`config.mk`:
```
export PLATFORM = sky130hd
export DESIGN_NAME = icache_ctrl_assoc
export DESIGN_NICKNAME = d
export VERILOG_FILES = /design/src/rtl/icache_ctrl_pkg.sv /design/src/rtl/icache_plru.sv /design/src/rtl/icache_ctrl_assoc.sv
export SDC_FILE = /design/constraint.sdc
export NUM_CORES = 1
export LEC_CHECK = 0
export BUFFER_PORTS_ARGS = -buffer_cell sky130_fd_sc_hd__buf_4
export CAP_MARGIN = 10
export CORE_MARGIN = 1.5
export CORE_UTILIZATION = 40
export CTS_CLUSTER_SIZE = 24
export DETAILED_ROUTE_END_ITERATION = 6
export PLACE_DENSITY = 0.68
export SLEW_MARGIN = 20
export SYNTH_ARGS = -nofsm -noshare
export SYNTH_HDL_FRONTEND = slang
export SYNTH_SLANG_ARGS = --single-unit
```
`constraint.sdc`:
```
create_clock -name clk -period 2.2 [get_ports clk]
set_input_delay 0.44 -clock clk [delete_from_list [all_inputs] [get_ports clk]]
set_output_delay 0.44 -clock clk [all_outputs]
set_load 0.05 [all_outputs]
```
`src/rtl/icache_ctrl_pkg.sv`:
```
// Shared types and helpers for the set-associative icache controller.
package icache_ctrl_pkg;

  typedef enum logic [1:0] {
    LOOKUP = 2'd0,
    FILL   = 2'd1,
    FLUSH  = 2'd2
  } state_t;

  // PLRU tree is stored heap-style: node 0 is the root, node i has
  // children 2i+1 (left) and 2i+2 (right).
  localparam int PLRU_ROOT = 0;

  function automatic int plru_left(input int node);
    return 2 * node + 1;
  endfunction

  function automatic int plru_right(input int node);
    return 2 * node + 2;
  endfunction

  // Width of a way index; never zero so a 1-way build still elaborates.
  function automatic int way_bits(input int n);
    return (n > 1) ? $clog2(n) : 1;
  endfunction

endpackage

```
`src/rtl/icache_plru.sv`:
```
// Tree-PLRU: victim selection and MRU update for one set.
// A pointer bit of 0 steers to the left child. The root's left subtree
// holds the upper half of the ways; below the root, left is the lower
// way index. Equivalently, leaf position = way ^ (NUM_WAYS/2).
module icache_plru
  import icache_ctrl_pkg::*;
#(
  parameter int NUM_WAYS = 2,
  localparam int WB = way_bits(NUM_WAYS)
) (
  input  logic [NUM_WAYS-2:0] plru_in,
  input  logic [WB-1:0]       access_way,
  output logic [WB-1:0]       victim,
  output logic [NUM_WAYS-2:0] plru_next
);

  localparam int LEVELS = $clog2(NUM_WAYS);
  localparam int HALF   = NUM_WAYS / 2;

  // Follow the pointer bits from the root down to a leaf.
  always_comb begin
    int          vnode;
    logic [WB-1:0] vleaf;
    vnode = PLRU_ROOT;
    vleaf = '0;
    for (int l = LEVELS - 1; l >= 0; l--) begin
      vleaf[l] = plru_in[vnode];
      vnode    = plru_in[vnode] ? plru_right(vnode) : plru_left(vnode);
    end
    victim = vleaf ^ WB'(HALF);
  end

  // Point every node on the accessed way's path away from that way.
  always_comb begin
    int            unode;
    logic [WB-1:0] uleaf;
    uleaf     = access_way ^ WB'(HALF);
    unode     = PLRU_ROOT;
    plru_next = plru_in;
    for (int l = LEVELS - 1; l >= 0; l--) begin
      plru_next[unode] = ~uleaf[l];
      unode            = uleaf[l] ? plru_right(unode) : plru_left(unode);
    end
  end

endmodule

```
`src/rtl/icache_ctrl_assoc.sv`:
```
// N-way set-associative instruction cache control FSM: hit/miss handling,
// victim-latched line fill and whole-cache flush sweep.
// Handshakes: mem_read and flush_req are levels held by the requester until
// mem_resp / flush_done; pmem_read is held by us until a one-cycle pmem_resp.
module icache_ctrl_assoc
  import icache_ctrl_pkg::*;
#(
  parameter int NUM_WAYS = 2,
  parameter int NUM_SETS = 16,
  parameter int SET_BITS = $clog2(NUM_SETS)
) (
  input  logic                clk,
  input  logic                rst_n,
  input  logic                mem_read,
  input  logic                flush_req,
  input  logic [NUM_WAYS-1:0] hit_vec,
  input  logic [NUM_WAYS-1:0] valid_vec,
  input  logic [NUM_WAYS-2:0] plru_in,
  output logic                mem_resp,
  output logic                load_plru,
  output logic [NUM_WAYS-2:0] plru_next,
  output logic [NUM_WAYS-1:0] load_valid,
  output logic                set_valid,
  output logic [NUM_WAYS-1:0] load_tag,
  output logic [NUM_WAYS-1:0] data_we,
  output logic                data_in_sel,
  output logic                pmem_read,
  input  logic                pmem_resp,
  output logic                idx_sel,
  output logic [SET_BITS-1:0] flush_idx,
  output logic                flush_done
);

  localparam int WB = way_bits(NUM_WAYS);
  localparam logic [SET_BITS-1:0] LAST_SET = SET_BITS'(NUM_SETS - 1);

  state_t              state_q, state_d;
  logic [WB-1:0]       victim_q, victim_d;
  logic [SET_BITS-1:0] cnt_q;

  logic [WB-1:0]       hit_way, free_way, plru_victim;
  logic                any_free;
  logic [NUM_WAYS-2:0] plru_upd;
  logic [NUM_WAYS-1:0] fill_onehot;

  // Lowest-index hit way and lowest-index invalid way of the set.
  always_comb begin
    hit_way  = '0;
    free_way = '0;
    any_free = 1'b0;
    for (int w = NUM_WAYS - 1; w >= 0; w--) begin
      if (hit_vec[w]) hit_way = WB'(w);
      if (!valid_vec[w]) begin
        free_way = WB'(w);
        any_free = 1'b1;
      end
    end
  end

  icache_plru #(.NUM_WAYS(NUM_WAYS)) u_plru (
    .plru_in    (plru_in),
    .access_way (hit_way),
    .victim     (plru_victim),
    .plru_next  (plru_upd)
  );

  // One-hot write enable for the latched fill victim.
  always_comb begin
    fill_onehot           = '0;
    fill_onehot[victim_q] = 1'b1;
  end

  // State, latched victim and flush counter.
  always_ff @(posedge clk or negedge rst_n) begin
    if (!rst_n) begin
      state_q  <= LOOKUP;
      victim_q <= '0;
      cnt_q    <= '0;
    end else begin
      state_q  <= state_d;
      victim_q <= victim_d;
      if (state_q == FLUSH) cnt_q <= (cnt_q == LAST_SET) ? '0 : cnt_q + 1'b1;
    end
  end

  // Next-state and output decode.
  always_comb begin
    state_d     = state_q;
    victim_d    = victim_q;
    mem_resp    = 1'b0;
    load_plru   = 1'b0;
    plru_next   = '0;
    load_valid  = '0;
    set_valid   = 1'b0;
    load_tag    = '0;
    data_we     = '0;
    data_in_sel = 1'b0;
    pmem_read   = 1'b0;
    idx_sel     = 1'b0;
    flush_idx   = '0;
    flush_done  = 1'b0;
    unique case (state_q)
      LOOKUP: begin
        if (flush_req) begin
          state_d = FLUSH;
        end else if (mem_read) begin
          if (|hit_vec) begin
            mem_resp  = 1'b1;
            load_plru = 1'b1;
            plru_next = plru_upd;
          end else begin
            // Prefer an empty way so valid lines are not evicted needlessly.
            victim_d = any_free ? free_way : plru_victim;
            state_d  = FILL;
          end
        end
      end
      FILL: begin
        // The fill always completes; requests are re-evaluated in LOOKUP.
        pmem_read   = 1'b1;
        data_in_sel = 1'b1;
        if (pmem_resp) begin
          data_we    = fill_onehot;
          load_tag   = fill_onehot;
          load_valid = fill_onehot;
          set_valid  = 1'b1;
          state_d    = LOOKUP;
        end
      end
      FLUSH: begin
        idx_sel    = 1'b1;
        flush_idx  = cnt_q;
        load_valid = '1;
        load_plru  = 1'b1;
        if (cnt_q == LAST_SET) begin
          flush_done = 1'b1;
          state_d    = LOOKUP;
        end
      end
      default: state_d = LOOKUP;
    endcase
  end

endmodule

```
After elaboration in Yosys (flattened, before gate mapping) --
Cells that the tools add are included.
Storage, ports and cells: memories 0, bits in read-only memories 0, output and inout bits 18, bits in latches 0, word-level logic and storage cells 55, input port bits 10, register bits 7, RAM bits 0
Operators by class: multiply operators 0, div/mod/pow operators 0, reduce and logical (&&, ||, !) cells 5, equality and inequality tests 7, multiplexer cells 34, magnitude comparators 2, bitwise logic cells 3, add/sub/neg operators 1, shift-type cells 0
Operator list (number):
- 1-bit 2-to-1 mux | 21
- 2-bit 2-to-1 mux | 7
- 4-bit 2-to-1 mux | 2
- 4-bit AND reduction | 2
- 3-bit != test, second input constant | 2
- 2-bit case mux with 3 select lines | 1
- 4-bit by 1-bit adder with 4-bit output, second input constant | 1
- 4-bit equality test, second input constant | 1
- 2-bit case mux with 2 select lines | 1
- 1-bit NOT | 3
- 2-bit by 1-bit equality test with 1-bit output, second input constant | 1
- 2-bit equality test, second input constant | 1
- 2-bit zero test | 1
- 1-bit by 2-bit less-than comparator with 1-bit output, second input constant | 1
- 2-bit by 1-bit != test with 1-bit output, second input constant | 1
- 2-bit != test, second input constant | 1
- 1-bit case mux with 2 select lines | 1
- 2-bit OR reduction | 1
- 1-bit demux with 1-bit select | 1
- 1-bit greater-or-equal comparator, second input constant | 1
- 1-bit logical AND | 1

Depth between registers and ports, before layout --
Gate-level depths: netlist of run 1.
depth after elaboration 6, mapped depth 6, gate-level depth less buffers 6

Hierarchy --
From an unflattened synthesis of run 1, not the netlist that was laid out.
Unflattened totals: cell total of the unflattened synthesis 58, area total of the unflattened synthesis 525.5 um^2
Modules (own cells, without submodules):
- icache_ctrl_assoc | seq. area each 175.2 um^2, times used 1, area an instance 514.2 um^2, cells each 56
- icache_plru | seq. area each 0.0 um^2, times used 1, area an instance 11.3 um^2, cells each 2

Least setup slack after synthesis of run 1 --
Ideal clock, no wire load.
path kind register -> output, from register state_q[1], to output load_valid[0], required time 1760 ps, buffers on the path 0, data arrival time 2836 ps, cell stages (with the launch flop) 6, slack -1076 ps, cell sequence dfrtp_1 > inv_1 > ha_1 > and2_1 > nor2b_1 > o21a_1
On the way: cells in the longest elaborated chain, start to end 2, elaborated cells between the ends (all ways) 3, classes of those cells 2 x eq/ne; 1 x mux
RTL lines:
- start: declaration | line icache_ctrl_assoc.sv:37 | state_t state_q, state_d;
- start signal: assignment | line icache_ctrl_assoc.sv:80 | state_q <= state_d;
- 2-bit equality test / 2-bit by 1-bit equality test with 1-bit output (equally long branches) | line icache_ctrl_assoc.sv:102 | unique case (state_q)
- 2-bit case mux with 2 select lines (*) | line icache_ctrl_assoc.sv:102
- end: declaration | line icache_ctrl_assoc.sv:22 | output logic [NUM_WAYS-1:0] load_valid,
Mark *: on every way between the ends. The rest lies on a longest branch, timed or not.

Final worst setup path of run 1 --
from register state_q[0], to output load_plru
On the way: cells in the longest elaborated chain, start to end 2, elaborated cells between the ends (all ways) 3, classes of those cells 1 x eq/ne; 1 x mux; 1 x reduce/logical
RTL lines:
- 2-bit equality test / 2-bit zero test (equally long branches) | line icache_ctrl_assoc.sv:102
- 1-bit case mux with 2 select lines (*) | line icache_ctrl_assoc.sv:102
- end: declaration | line icache_ctrl_assoc.sv:20 | output logic load_plru,
Marks and branches as above.

==> flow_summary.toml, run 1 <==
[outcome]
status = "complete, no violations"

[critical_path]
required_ns = 1.76
crit_family = "simple AND/OR/NAND/NOR gates"
setup.worst_path.class = "register to output pin"
path_cells = "inv_1 -> ha_2 -> nand2b_2 -> nor3b_4 -> or2_4 -> buf_4"
cp.depth = 6
reg2reg_setup_slack_ns = 0.79
max_stage_delay_ns = 0.41
cp.arrival_ns = 1.63
crit_path_start_kind = "register"
reg2regPathDepth = 4
crit_buf_inv = 2
crit_path_top_delay_cell = "dfrtp_1"
crit_fanout = 5
end_kind = "output pin"

[floorplanning]
start_util_pct = 42.2
pin_count = 28
die_h_um = 39.6
dieArea_um2 = 1570
core.rowCount = 13
core_area_um2 = 1270
die_w_um = 39.6

[flow_run]
cap_violations = 0

[sta]
hold_viol = 0
post-route-period-util_pct = 94.0
finalCriticalPeriod_ns = 2.07
maxSlewViolCount = 0
slew_headroom_pct = 83.4
timing.fmax_mhz = 484
fin_ws_ns = 0.133
worstMarginPinSlew_ns = 0.248
setup_viol = 0
fin_worst_skew_ns = 0.00233
rsz0062_at_grt = "no"

[synth]
synth_seq_area_share_pct = 32.7
netlist_top_cells_area = "dfrtp_1 (33%), ha_1 (9.3%), and2_1 (5.8%), buf_4 (4.2%), nand2_1 (4.2%)"
async_flop_share_pct = 100
synth_area_per_cell_um2 = 9.56
synth-edff-count = 0
syn_area_um2 = 536
synth_seq_cells = 7
postSynthCellCount = 56
syn_nets = 70
synth_ff_type = "dfrtp_1"
synth_most_common_cell = "dfrtp_1"
synth_top_area_cell = "dfrtp_1"
ys.warnings.count = 0
netlist-cell-type-count = 30
synth_common_cells = "dfrtp_1 (7), nand2_1 (6), and2_1 (5)"
synth_top_cell_area_share_pct = 32.7

[cts]
cts_root_buf = "clkbuf_4"
clockBufferDepth = 2
h-tree-depth = 1
cts_inserted_buffers = 3
cts_tree = "done"
clkTransAtPathRegs_ns = 0.05
cts_num_sinks = 7
insertion_delay_ns = 0.26
cts_setup_buffers = 0

[power_and_ir_drop]
power_density_nw_per_um2 = 1590
fin_total_pwr_uw = 1290
leakagePower_uw = 0.000386
peakVddDrop_mv = 0.826

[finish]
area_growth_pct = 51.6
instances_no_fill = 100
diodes = 0
drive_above_1_share_pct = 58.8
finalNetCount = 100
final_area_um2 = 812
final_util_pct = 64.0

[placed_design]
port-buffer-count = 27
place_inst = 95
place_ws_ns = 0.317
placedInstanceArea_um2 = 771
place_congestion = 0.739
dpl.hpwl_um = 905

[global_route]
grt_pass1_wl_mm = 1.88
use_met2_pct = 27.9
grt_pass1_vias = 442
met3_usage_pct = 5.68
use_met1_pct = 24.7
grt-busiest-layer = "met2"
grt_start_max_net_pins = 9
antenna_found_initial = 0
grt_usage_pct = 19.1
overflow = 0

[drt]
wl_per_cell_um = 11.1
vias_per_cell = 4.91
drt-total-wl_mm = 1.11
drtPass1Iterations = 1
drc = 0
drt_iter0_drc = 0
final_antenna_net_count = 0
vias = 491

[worst_hold_path]
min_path_type = "input port to register"
hold_depth = 3
## flip-flops by register name, summed over array words and instances (netlist names)
register,cells
victim_q,1
state_q,2
cnt_q,4
## final timing paths
path                                         from                   end
max                        state_q[0]$_DFFE_PN0P_             load_plru
min                                  valid_vec[0]  victim_q$_DFFE_PN0P_
max reg2reg                state_q[0]$_DFFE_PN0P_  cnt_q[1]$_DFFE_PN0N_
min reg2reg                  cnt_q[3]$_DFFE_PN0N_  cnt_q[3]$_DFFE_PN0N_
max in group asynchronous                   rst_n  victim_q$_DFFE_PN0P_
min in group asynchronous                   rst_n  cnt_q[0]$_DFFE_PN0N_
## through the flow
step	hold slack (ns)	setup TNS, ns
after floorplan	0.144	-0.0822
after detailed placement	0.256	0
after global placement	0.257	0
final	0.430	0
after global routing	0.422	0
after CTS	0.421	0
## report_power, final
group / internal (uW) / leakage [uW] / total [uW] / switching, uW
registers: 191 / 0.0000866 / 257 / 65.7
clock network: 69.5 / 0.0000150 / 121 / 51.5
logic: 338 / 0.000285 / 911 / 573
## tightest hold or removal path, delay by kind of cell
kind | cells | cell delay, ns
simple gates | 1 | 0.05
compound gates | 1 | 0.05
buf+inv | 1 | 0.11
## layout by cell type (no fill, tap or decap), types with 2 or more instances in the layout
cell and count:
and3_2 2, inv_1 2, and2_1 3, ha_2 3
clkbuf_4 3, nand2_1 6, a21oi_1 2, dfrtp_1 7
o21ai_1 3, buf_4 28
## area by class of cell
type | count | area (um^2)
flip-flops and latches | 7 | 175
clock buffers | 4 | 26.3
repair buffers | 29 | 220
well taps | 15 | 18.8
multi-input cells | 42 | 360
inverters | 3 | 11.3
fillers | 123 | 457
## cell families (layout without fill, tap and decap cells)
kind of cell | count (synthesis) | count (layout) | share of synthesized area (%)
DFF | 7 | 7 | 32.7
muxes | 2 | 2 | 3.97
and+or+nand+nor | 23 | 23 | 26.6
buffers and inverters | 7 | 36 | 7.24
AOI/OAI and AO/OA | 12 | 12 | 18.5
xor gates and xnor gates | 1 | 1 | 1.64
adders and majority gates | 4 | 4 | 9.35
## metal layers
layer / vias to the layer above / wire, um / part of all wire (%)
met3: 0 / 52 / 4.7
met5: - / 0 / 0
met2: 15 / 543 / 49
met4: 0 / 0 / 0
met1: 228 / 510 / 46
li1: 248 / - / -
## timing repair
action / CTS / global route
hold buffers: 1 / 0
endpoints found under the hold margin: 7 / 0
setup endpoints to repair: 0 / 1
gates resized for setup: 0 / 2
Power figures use the tool's default switching activity.
==> inputs of run 2 (changes only) <==
==> constraint.sdc (replaced) <==
create_clock -name clk -period 2.2 [get_ports clk]
set_input_delay 0.33 -clock clk [delete_from_list [all_inputs] [get_ports clk]]
set_output_delay 0.33 -clock clk [all_outputs]
set_load 0.05 [all_outputs]
==> run 2 against run 1 <==
- worst setup slack improved by 0.086 ns
- core utilization shrank 1.5 points
- non-clock buffer count decreased by 1
- hold slack got worse by 0.086 ns
- clock skew rose by 0.0024 ns
- combinational power shrank 4.4%
- clock-buffer cell count did not move
- global-route usage is 1.8 points lower
- total power fell by 3.8%
- clock power down 8%
- critical path type unchanged
- first-iteration DRC count up 8
- largest cell class unchanged
- register-to-register slack better by 0.07 ns
==> flow_summary.toml, run 2 (same netlist as run 1, synthesis figures left out) <==
[floorplanning]
core.rowCount = 13
core_area_um2 = 1270
pin_count = 28
start_util_pct = 42.2
die_h_um = 39.6
dieArea_um2 = 1570
die_w_um = 39.6

[finish]
num-fill-cells = 123
largest_reg_flops = 4
instances_no_fill = 99
final_common_cell = "buf_4"
regMostFlops = "cnt_q"
drive_above_1_share_pct = 52.4
final_area_um2 = 793
final_cell_mix = "buf_4 (27), dfrtp_1 (7), nand2_1 (6), and2_1 (4)"
area_growth_pct = 48.1
finalNetCount = 99
largestRegisters = "cnt_q (4), state_q (2), victim_q (1)"
diodes = 0

[sta]
setup_viol = 0
fin_ws_ns = 0.218
post-route-period-util_pct = 90.1
finalCriticalPeriod_ns = 1.98
rsz0062_at_grt = "no"
worstMarginPinSlew_ns = 0.280
timing.fmax_mhz = 505
hold_viol = 0
slew_headroom_pct = 81.4
fin_worst_skew_ns = 0.00474
setup-tns-final_ns = 0
maxSlewViolCount = 0

[placed_design]
place_congestion = 0.741
placedInstanceArea_um2 = 757
place_ws_ns = 0.464
place_inst = 94
dpl.hpwl_um = 896
port-buffer-count = 27

[outcome]
status = "complete, no violations"

[critical_path]
end_kind = "output pin"
crit_fanout = 15
setup.worst_path.class = "register to output pin"
required_ns = 1.87
crit_path_start_kind = "register"
cp.arrival_ns = 1.65

[power_and_ir_drop]
p_int_uw = 568
swShare_pct = 54.2
leakagePower_uw = 0.000381
power_density_nw_per_um2 = 1560
peakVddDrop_mv = 0.711
seqPwrFrac_pct = 20.7
power.share.combinational_pct = 70.3
fin_total_pwr_uw = 1240
clkPwrFrac_pct = 8.9
power.switching_uw = 671

[cts]
clockBufferDepth = 2
cts_tree = "done"
cts.repair.resized = 0
cts_num_sinks = 7
cts_root_buf = "clkbuf_4"
h-tree-depth = 1
insertion_delay_ns = 0.24
clkTransAtPathRegs_ns = 0.05
holdBufCountCts = 1
cts_setup_buffers = 0
cts_inserted_buffers = 3

[global_route]
grt_usage_pct = 17.3
overflow = 0
grt_start_max_net_pins = 16
antenna_found_initial = 0
grt_pass1_vias = 422
grt_pass1_wl_mm = 1.75

[drt]
vias_per_cell = 4.80
drt-total-wl_mm = 1.07
vias = 475
drt_iter0_drc = 8
drc = 0
final_antenna_net_count = 0
drtPass1Iterations = 4
wl_per_cell_um = 10.8

[worst_hold_path]
min_path_type = "input port to register"

[flow_run]
cap_violations = 0
## run 2: changes by cell type in the layout (fill, tap and decap cells not counted), sizes merged
| cell | previous run | this run |
|---|---|---|
| buf | 28 | 27 |
## run 2: critical path, stage by stage, from the launching register on
cell and delay (ns):
dfrtp_1 0.40, inv_1 0.09, ha_2 0.35, and2_1 0.19, and3_2 0.18, buf_4 0.19
## run 2: routing by layer
metal  vias to the layer above  global-route usage (%)  wire length, um
met5                         -                       0                0
li1                        251                       -                -
met1                       211                    22.1              527
met4                         0                    5.17                0
met2                        13                    25.8              499
met3                         0                    7.39               40
## run 2: cell type report
class,instances,area [um^2],share of cell area [%]
Sequential cell,7,175,22.1
Tap cell,15,18.8,2.37
Multi-Input combinational cell,42,349,44.0
Inverter,3,11.3,1.42
Clock buffer,4,26.3,3.31
Timing Repair Buffer,28,213,26.8
## run 2: power groups by stage
stage | Clock, uW | Combinational [uW] | Sequential [uW]
floorplan | 0 | 690 | 245
global placement | 0 | 879 | 258
detailed placement | 0 | 881 | 259
CTS | 118 | 884 | 257
global route | 126 | 941 | 270
finish | 111 | 871 | 257
## run 2: stage by stage
stage                     util [%]  hold WS, ns
after detailed placement      59.7        0.148
after global routing          62.5        0.358
after CTS                     62.5        0.336
after floorplan                  -       0.0344
final                         62.5        0.344
after global placement        59.7        0.148
## run 2: final timing paths
kind	from	end	slack, ns	cells after the start
min	valid_vec[0]	victim_q$_DFFE_PN0P_	0.34	3
min in group asynchronous	rst_n	cnt_q[0]$_DFFE_PN0N_	0.45	2
max in group asynchronous	rst_n	cnt_q[2]$_DFFE_PN0N_	1.62	2
max	state_q[0]$_DFFE_PN0P_	flush_done	0.22	5
min reg2reg	cnt_q[3]$_DFFE_PN0N_	cnt_q[3]$_DFFE_PN0N_	0.50	1
max reg2reg	cnt_q[0]$_DFFE_PN0N_	state_q[1]$_DFFE_PN0P_	0.86	4
